File: src/rtl/block_gen.sv
// block_gen: LFSR piece generator with cur/nxt preview queue; BLOCK_GEN_NO_REPEAT_EN rejects back-to-back identical pieces
module block_gen #(
  parameter int          NUM_BLOCKS   = 5,
  parameter logic [15:0] SEED_DEFAULT = 16'hACE1
) (
  input  logic        clk,
  input  logic        rst_n,
  input  logic        seed_load,
  input  logic [15:0] seed,
  input  logic        req,
  output logic [2:0]  block_num,
  output logic        block_valid,
  output logic [2:0]  next_num,
  output logic        ready
);
  typedef enum logic {FILL, RUN} state_t;
  state_t      state;
  logic [15:0] lfsr;
  logic        nxt_vld;
  logic [2:0]  cand;
  logic        acc;
  logic        load;
  assign cand  = lfsr[2:0];
  assign ready = (state == RUN) && block_valid && nxt_vld;
  // a queue slot is free exactly when nxt is empty; block_valid picks cur vs nxt
  assign load  = acc && !nxt_vld;
`ifdef BLOCK_GEN_NO_REPEAT_EN
  logic [2:0] last_q;
  assign acc = (int'(cand) < NUM_BLOCKS) && (cand != last_q);
  always_ff @(posedge clk or negedge rst_n)
    if (!rst_n) last_q <= 3'b111;
    else if (seed_load) last_q <= 3'b111;
    else if (load) last_q <= cand;
`else
  assign acc = int'(cand) < NUM_BLOCKS;
`endif
  always_ff @(posedge clk or negedge rst_n)
    if (!rst_n) begin
      lfsr        <= SEED_DEFAULT;
      state       <= FILL;
      block_num   <= '0;
      next_num    <= '0;
      block_valid <= 1'b0;
      nxt_vld     <= 1'b0;
    end else if (seed_load) begin
      lfsr        <= (seed == 16'h0000) ? SEED_DEFAULT : seed;
      state       <= FILL;
      block_valid <= 1'b0;
      nxt_vld     <= 1'b0;
    end else begin
      lfsr <= {lfsr[14:0], lfsr[15] ^ lfsr[13] ^ lfsr[12] ^ lfsr[10]};
      if (ready && req) begin
        block_num <= next_num;
        nxt_vld   <= 1'b0;
      end else if (load && !block_valid) begin
        block_num   <= cand;
        block_valid <= 1'b1;
      end else if (load) begin
        next_num <= cand;
        nxt_vld  <= 1'b1;
        state    <= RUN;
      end
    end
endmodule
File: config.mk
export PLATFORM = sky130hd
export DESIGN_NAME = block_gen
export DESIGN_NICKNAME = d
export VERILOG_FILES = /design/src/rtl/block_gen.sv
export SDC_FILE = /design/constraint.sdc
export NUM_CORES = 1
export LEC_CHECK = 0
export CORE_MARGIN = 2
export CORE_UTILIZATION = 40
export DETAILED_ROUTE_END_ITERATION = 10
export DONT_BUFFER_PORTS = 1
export PLACE_DENSITY = 0.53
export SKIP_LAST_GASP = 1
export SLEW_MARGIN = 10
export SYNTH_ARGS = -nofsm -noshare
export SYNTH_HDL_FRONTEND = slang
export SYNTH_SLANG_ARGS = --single-unit
File: constraint.sdc
create_clock -name clk -period 1.75 [get_ports clk]
set_clock_uncertainty 0.15 [all_clocks]
set_input_delay 0.35 -clock clk [delete_from_list [all_inputs] [get_ports clk]]
set_output_delay 0.35 -clock clk [all_outputs]
set_load 0.01 [all_outputs]
==> results of run 1 <==
## cells by family (layout without fill, tap and decap cells)
family / count (synthesis) / in the layout
AND/OR/NAND/NOR: 10 / 10
multiplexers: 17 / 17
flip-flops: 25 / 25
AO/OA/AOI/OAI: 14 / 14
buffers and inverters: 4 / 18
XOR/XNOR: 3 / 3
## worst max-delay path by stage
stage / endpoint / slack (ps) / cells past startpoint
2_1_floorplan: block_num[0]$_DFFE_PN0P_ / 240 / 3
3_3_place_gp: block_num[1]$_DFFE_PN0P_ / 110 / 3
3_5_place_dp: block_num[1]$_DFFE_PN0P_ / 120 / 3
4_1_cts: block_num[2]$_DFFE_PN0P_ / 100 / 3
5_1_grt: block_num[2]$_DFFE_PN0P_ / 5 / 3
6_report: block_num[1]$_DFFE_PN0P_ / 100 / 3
## layout by cell type, fill, tap and decap left out, drive strengths merged
cell type / count
a21oi: 1
xnor2: 1
a41o: 1
mux2: 17
nor3: 1
and4: 1
a31oi: 1
xor2: 2
clkbuf: 4
nor4: 4
dlygate4sd3: 10
a2bb2oi: 1
o22a: 7
dfrtp: 17
o21ai: 1
a31o: 1
nand4: 1
dfstp: 8
inv: 2
buf: 2
nor2: 2
o2bb2ai: 1
and3: 1
## state kept, by name, indices dropped and copies added, names as in the netlist
signal and count:
block_valid 1, next_num 3, lfsr 16, nxt_vld 1, state 1, block_num 3
## cells in the mapped netlist, drive strengths merged, types with 2 or more instances
cell,number,area share [%]
dfstp,8,20
buf,2,1.5
o22a,7,5.8
mux2,17,18
dfrtp,17,40
inv,2,0.71
nor4,4,2.4
xor2,2,1.7
nor2,2,0.71
## power by group through the flow
stage | combinational (W) | sequential (W) | clock, W
final | 0.000230 | 0.000831 | 0.000252
after global routing | 0.000255 | 0.000850 | 0.000288
after CTS | 0.000229 | 0.000835 | 0.000267
after detailed placement | 0.000195 | 0.000848 | 0
after global placement | 0.000192 | 0.000847 | 0
after floorplan | 0.000171 | 0.000824 | 0
## metrics by stage
step,instance area (µm²),cells,utilization [%],power [W]
final,1230,117,49.3,0.00131
after global routing,1230,117,49.3,0.00139
after floorplan,1060,73,-,0.000996
after CTS,1210,115,48.5,0.00133
after detailed placement,1090,102,43.4,0.00104
after global placement,1090,102,43.4,0.00104
## final cells by class
class	count	area share [%]
Multi-Input combinational cell	44	32.3
Sequential cell	25	51.6
Inverter	2	0.609
Timing Repair Buffer	12	10.4
Clock buffer	4	2.13
Tap cell	30	3.05
## worst max-delay path: stages, from the launching register on
cell and delay (ps):
dfrtp_1 450, nand4_2 200, o2bb2ai_1 370, mux2_2 380
## per-layer routing
metal | routed length (µm) | vias to the layer above | track usage, %
li1 | - | 307 | -
met1 | 916 | 326 | 19.3
met2 | 945 | 21 | 23.0
met3 | 132 | 4 | 6.09
met4 | 27 | 0 | 3.83
met5 | 0 | - | 0
==> impl_metrics.py, run 1 <==
metrics = {
    "logic_synthesis": {
        "async_reset_ff_share_pct": 100,
        "ys_warn_count": 0,
        "avgSynthCellArea_um2": 14.5,
        "synth_xor_xnor_area_share_pct": 2.49,
        "syn_nets": 93,
        "yosysUniqueCellTypes": 22,
        "ys.flop_type": "dfrtp_1",
        "syn_inst": 73,
        "synthSimpleGateAreaFrac_pct": 6.27,
        "synth.yosys.seq_area_share_pct": 60.1,
        "synth_compound_area_share_pct": 10.8,
        "synthesis.area_mm2": 0.00106,
        "synth_seq_cells": 25,
        "synthAdderAreaFrac_pct": 0,
        "synth_edf_count": 0,
        "synth.area.mux_share_pct": 18.1,
        "synth_top_family_by_area": "multiplexers",
    },
    "sta": {
        "timing.hold.ws_ps": 26.0,
        "rsz0062_at_grt": "false",
        "period_share_pct": 94.2,
        "fmax_mhz": 607,
        "hold_viol": 0,
        "tns_ps": 0,
        "setup_viol": 0,
        "maxSlewViolCount": 0,
        "min_period_ps": 1650,
        "worstMarginPinSlew_ps": 378,
        "worst_slack_ps": 102,
        "relSlewSlack_pct": 74.6,
    },
    "cells_and_area": {
        "final_nets": 108,
        "drive_gt1_share_pct": 37.9,
        "seqCellArea_um2": 636,
        "areaGrowthSynthToFinish_pct": 16.6,
        "multi_input_area_um2": 398,
        "diodes": 0,
        "nFillCells": 236,
    },
    "placement": {
        "gp_congestion": 0.736,
        "io_buffers": 0,
        "post-place-ws_ps": 121,
        "dp_hpwl_um": 1380,
    },
    "grt": {
        "grt-ovfl-total": 0,
        "track_usage_pct": 14.8,
        "grt_pass1_wl_um": 3490,
        "grt_pass1_vias": 725,
        "grt_max_degree": 26,
        "antenna_found_initial": 0,
    },
    "power_and_ir_drop": {
        "power_density_mw_per_mm2": 1070,
        "switching_power_w": 0.000366,
        "cellInternalPower_w": 0.000947,
        "p_clk_share_pct": 19.2,
        "swShare_pct": 27.9,
        "cellLeakagePower_nw": 0.499,
        "peakVddDrop_v": 0.000796,
        "seqPwrFrac_pct": 63.3,
        "pwr-share-comb_pct": 17.5,
    },
    "detailed_routing": {
        "totalWireLength_um": 2020,
        "wl_per_cell_um": 17.3,
        "viasPerCell": 5.62,
        "num_vias": 658,
        "firstDrtPassIters": 4,
        "ant_nets": 0,
        "drtIter0Drc": 30,
        "drc": 0,
    },
    "cts": {
        "cts_made_buffers": 3,
        "htreeDepth": 1,
        "cts_setup_buffers": 0,
        "clk_pin_slew_ps": 130,
        "worstSkewPairLatency_ps": 310,
        "cts_hold_buf": 9,
        "clockBufferDepth": 2,
        "cts_tree": "done",
        "clkSinkCount": 25,
        "ctsRootBufferMaster": "clkbuf_4",
        "cts_resized": 0,
    },
    "floorplanning": {
        "coreArea_mm2": 0.00250,
        "dieArea_mm2": 0.00307,
        "io-pin-count": 28,
        "start_util_pct": 42.3,
        "placementRows": 18,
        "die_h_um": 55.4,
        "die_x_um": 55.4,
    },
    "min_path": {
        "hold_depth": 1,
        "worstHoldPathType": "in2reg",
        "hp-start": "seed[2]",
        "hold_path_end": "lfsr[2]$_DFF_PN0_",
    },
    "run": {
        "cap_violations": 0,
    },
    "critical_path": {
        "ff2ff_path_depth": 3,
        "reg2reg_slack_ps": 100,
        "cp-startpoint": "nxt_vld$_DFFE_PN0P_",
        "critPathLaunchType": "register",
        "required_ps": 1810,
        "criticalPathCategory": "reg2reg",
        "cp.arrival_ps": 1710,
        "timing.rr.start": "nxt_vld$_DFFE_PN0P_",
        "worstReg2RegEnd": "block_num[1]$_DFFE_PN0P_",
        "cp-end-kind": "register",
        "critPathMaxFanout": 5,
    },
    "status": {
        "status": "finished clean",
    },
}
Power figures use the tool's default switching activity.
==> inputs of run 2 (changes only) <==
- CAP_MARGIN: unset -> 25
- CTS_BUF_LIST: unset -> sky130_fd_sc_hd__clkbuf_8
==> impl_metrics.py, run 2 (same netlist as run 1, synthesis figures left out) <==
metrics = {
    "grt": {
        "grt_pass1_vias": 679,
        "grt-ovfl-total": 0,
        "grt_max_degree": 26,
        "antenna_found_initial": 0,
        "grt_pass1_wl_um": 3370,
        "track_usage_pct": 14.2,
    },
    "floorplanning": {
        "dieArea_mm2": 0.00307,
        "die_h_um": 55.4,
        "start_util_pct": 42.3,
        "die_x_um": 55.4,
        "coreArea_mm2": 0.00250,
        "io-pin-count": 28,
        "placementRows": 18,
    },
    "status": {
        "status": "finished clean",
    },
    "critical_path": {
        "cp-end-kind": "register",
        "cp.arrival_ps": 1660,
        "critPathLaunchType": "register",
        "crit_buf_inv": 0,
        "criticalPathCategory": "reg2reg",
        "critPathMaxFanout": 5,
        "cp_slowest_cell": "dfrtp_1",
        "cp_top_family": "flip-flops",
        "crit_chain": "nand4_2, o2bb2ai_1, mux2_2",
        "required_ps": 1750,
        "slowest_delay_ps": 430,
    },
    "cells_and_area": {
        "areaGrowthSynthToFinish_pct": 10.8,
        "diodes": 0,
        "drive_gt1_share_pct": 41.8,
        "largest_register": "lfsr",
        "fin_area_mm2": 0.00117,
        "final_cell_mix": "mux2_2 (17), dfrtp_1 (17), dfstp_2 (8)",
        "seqCellArea_um2": 636,
        "nFillCells": 243,
        "final_nets": 100,
        "final_util_pct": 46.8,
        "top_regs": "lfsr (16), block_num (3), next_num (3)",
        "largest_register_ffs": 16,
        "multi_input_area_um2": 398,
    },
    "detailed_routing": {
        "drc": 0,
        "wl_per_cell_um": 17.9,
        "totalWireLength_um": 1960,
        "firstDrtPassIters": 4,
        "viasPerCell": 5.72,
        "num_vias": 624,
        "drtIter0Drc": 16,
        "ant_nets": 0,
    },
    "placement": {
        "dp_hpwl_um": 1380,
        "io_buffers": 0,
        "postPlaceCellArea_mm2": 0.00109,
        "gp_congestion": 0.736,
    },
    "sta": {
        "min_period_ps": 1650,
        "relSlewSlack_pct": 74.5,
        "fmax_mhz": 606,
        "timing.hold.ws_ps": 56.3,
        "period_share_pct": 94.3,
        "rsz0062_at_grt": "false",
        "tns_ps": 0,
        "worstMarginPinSlew_ps": 379,
        "maxSlewViolCount": 0,
        "hold_viol": 0,
        "setup_viol": 0,
    },
    "cts": {
        "ctsRootBufferMaster": "clkbuf_8",
        "cts_tree": "done",
        "clk_pin_slew_ps": 80,
        "clockBufferDepth": 2,
        "cts_made_buffers": 3,
        "worstSkewPairLatency_ps": 270,
        "cts_setup_buffers": 0,
        "clkSinkCount": 25,
        "htreeDepth": 1,
    },
    "power_and_ir_drop": {
        "finalPower_w": 0.00138,
        "peakVddDrop_v": 0.000869,
        "cellLeakagePower_nw": 0.477,
        "power_density_mw_per_mm2": 1180,
    },
    "min_path": {
        "worstHoldPathType": "in2reg",
    },
    "run": {
        "cap_violations": 0,
    },
}
-- run 2: layout make-up --
class	count	area share [%]
Timing Repair Buffer	4	4.06
Inverter	2	0.641
Multi-Input combinational cell	44	34.0
Sequential cell	25	54.3
Clock inverter	1	0.321
Tap cell	30	3.21
Clock buffer	3	3.53
-- run 2: timing repair --
item,in CTS,in global routing
gates resized for setup,0,0
hold endpoints to repair,27,0
hold buffers,3,0
-- run 2: report_power, final --
part | total (W) | switching, W | internal [W]
clock | 0.000330 | 0.000173 | 0.000157
combinational | 0.000214 | 0.0000805 | 0.000134
sequential | 0.000832 | 0.000119 | 0.000713
-- run 2: layer usage --
layer / GRT usage [%] / wire length (µm) / vias to the layer above
li1: - / - / 287
met1: 19.6 / 928 / 314
met2: 21.1 / 889 / 21
met3: 5.62 / 127 / 2
met4: 3.14 / 10 / 0
met5: 0 / 0 / -
-- run 2: per-stage QoR --
stage                     worst slack (ps)  cells
after floorplan                        240     73
after global placement                 114    102
after detailed placement               121    102
after CTS                              105    109
after global routing                  14.0    109
final                                 99.0    109
-- run 2: final timing paths --
kind / startpoint / end / slack, ps / cells past startpoint
setup reg to reg: nxt_vld$_DFFE_PN0P_ / block_num[1]$_DFFE_PN0P_ / 100 / 3
setup / recovery: nxt_vld$_DFFE_PN0P_ / block_num[1]$_DFFE_PN0P_ / 100 / 3
max in group asynchronous: rst_n / lfsr[5]$_DFF_PN1_ / 870 / 2
hold / removal: seed[11] / lfsr[11]$_DFF_PN1_ / 60 / 1
min in group asynchronous: rst_n / lfsr[14]$_DFF_PN0_ / 360 / 2
hold reg to reg: lfsr[9]$_DFF_PN0_ / lfsr[10]$_DFF_PN1_ / 340 / 1
-- run 2: worst register-to-register path: stages, from the launching register on --
cell,delay [ps]
dfrtp_1,430
nand4_2,200
o2bb2ai_1,380
mux2_2,380
==> inputs of run 3 (changes only) <==
- RECOVER_POWER: unset -> 25
- SKIP_CTS_REPAIR_TIMING: unset -> 1
==> impl_metrics.py, run 3 (same netlist as run 1, synthesis figures left out) <==
metrics = {
    "detailed_routing": {
        "num_vias": 623,
        "firstDrtPassIters": 4,
        "viasPerCell": 5.72,
        "drtIter0Drc": 25,
        "wl_per_cell_um": 18.0,
        "totalWireLength_um": 1960,
        "ant_nets": 0,
        "drc": 0,
    },
    "grt": {
        "grt-ovfl-total": 0,
        "antenna_found_initial": 0,
        "grt_max_degree": 26,
        "grt_pass1_wl_um": 3280,
        "track_usage_pct": 13.9,
        "grt_pass1_vias": 654,
    },
    "cts": {
        "clockBufferDepth": 2,
        "clk_pin_slew_ps": 80,
        "worstSkewPairLatency_ps": 270,
        "cts_tree": "done",
        "cts_made_buffers": 3,
        "htreeDepth": 1,
        "ctsRootBufferMaster": "clkbuf_8",
        "clkSinkCount": 25,
    },
    "floorplanning": {
        "coreArea_mm2": 0.00250,
        "die_x_um": 55.4,
        "start_util_pct": 42.3,
        "placementRows": 18,
        "die_h_um": 55.4,
        "dieArea_mm2": 0.00307,
        "io-pin-count": 28,
    },
    "sta": {
        "worstMarginPinSlew_ps": 604,
        "maxSlewViolCount": 0,
        "fmax_mhz": 607,
        "tns_ps": 0,
        "relSlewSlack_pct": 59.8,
        "setup_viol": 0,
        "min_period_ps": 1650,
        "hold_viol": 0,
        "rsz0062_at_grt": "false",
        "period_share_pct": 94.2,
    },
    "critical_path": {
        "cp-end-kind": "register",
        "cp.arrival_ps": 1650,
        "required_ps": 1750,
        "criticalPathCategory": "reg2reg",
        "critPathMaxFanout": 5,
        "critPathLaunchType": "register",
    },
    "cells_and_area": {
        "top_regs": "lfsr (16), block_num (3), next_num (3)",
        "final_nets": 100,
        "diodes": 0,
        "instances_no_fill": 109,
        "areaGrowthSynthToFinish_pct": 9.35,
        "final_cell_mix": "mux2_2 (17), dfrtp_1 (17), dfstp_2 (8)",
        "largest_register": "lfsr",
        "largest_register_ffs": 16,
        "drive_gt1_share_pct": 41.8,
    },
    "power_and_ir_drop": {
        "switching_power_w": 0.000372,
        "seqPwrFrac_pct": 60.7,
        "cellLeakagePower_nw": 0.472,
        "power_density_mw_per_mm2": 1190,
        "pwr-share-comb_pct": 15.3,
        "p_clk_share_pct": 24.0,
        "cellInternalPower_w": 0.00100,
        "finalPower_w": 0.00137,
        "swShare_pct": 27.1,
        "peakVddDrop_v": 0.000870,
    },
    "placement": {
        "dp_hpwl_um": 1380,
        "gp_congestion": 0.736,
        "dp_cells": 102,
        "io_buffers": 0,
    },
    "min_path": {
        "worstHoldPathType": "in2reg",
    },
    "run": {
        "cap_violations": 0,
    },
    "status": {
        "status": "finished clean",
    },
}
[run 3: changes by cell type in the layout (fill, tap and decap cells not counted), sizes merged]
cell,change
clkbuf,+1
buf,-1
[run 3: worst max-delay path, cell delays in order (launching register included)]
cell and delay (ps):
dfrtp_1 430, nand4_2 200, o2bb2ai_1 370, mux2_2 380
[run 3: final timing paths]
kind | cells past startpoint | slack [ps] | endpoint | from
max in group asynchronous | 2 | 580 | lfsr[2]$_DFF_PN0_ | rst_n
min in group asynchronous | 2 | 480 | block_valid$_DFFE_PN0P_ | rst_n
hold / removal | 1 | 60 | lfsr[11]$_DFF_PN1_ | seed[11]
setup reg to reg | 3 | 100 | block_num[1]$_DFFE_PN0P_ | nxt_vld$_DFFE_PN0P_
setup / recovery | 3 | 100 | block_num[1]$_DFFE_PN0P_ | nxt_vld$_DFFE_PN0P_
hold reg to reg | 1 | 340 | lfsr[10]$_DFF_PN1_ | lfsr[9]$_DFF_PN0_
[run 3: layer usage]
layer	share of wire, %	up-vias	GRT usage, %
li1	-	287	-
met5	0	-	0
met2	47	18	21.1
met3	6.0	2	5.85
met4	0.51	0	3.14
met1	46	316	18.6
[run 3: layout make-up]
class | count | area, µm²
Clock inverter | 1 | 3.75
Tap cell | 30 | 37.5
Multi-Input combinational cell | 44 | 398
Inverter | 2 | 7.51
Fill cell | 244 | 1340
Timing Repair Buffer | 4 | 32.5
Sequential cell | 25 | 636
Clock buffer | 3 | 41.3
[run 3: power groups by stage]
stage | clock network [W] | registers [W] | logic, W
2_1_floorplan | 0 | 0.000824 | 0.000171
3_3_place_gp | 0 | 0.000847 | 0.000192
3_5_place_dp | 0 | 0.000848 | 0.000195
4_1_cts | 0.000343 | 0.000836 | 0.000197
5_1_grt | 0.000367 | 0.000850 | 0.000234
6_report | 0.000330 | 0.000832 | 0.000210
[run 3: stage by stage]
stage / area, µm² / setup WS [ps] / utilization, % / hold slack (ps)
floorplan: 1060 / 240 / - / -95.6
global placement: 1090 / 114 / 43.4 / -94.9
detailed placement: 1090 / 121 / 43.4 / -94.8
CTS: 1130 / 105 / 45.2 / -388
global route: 1160 / 14.0 / 46.2 / 39.1
finish: 1160 / 102 / 46.2 / 56.3
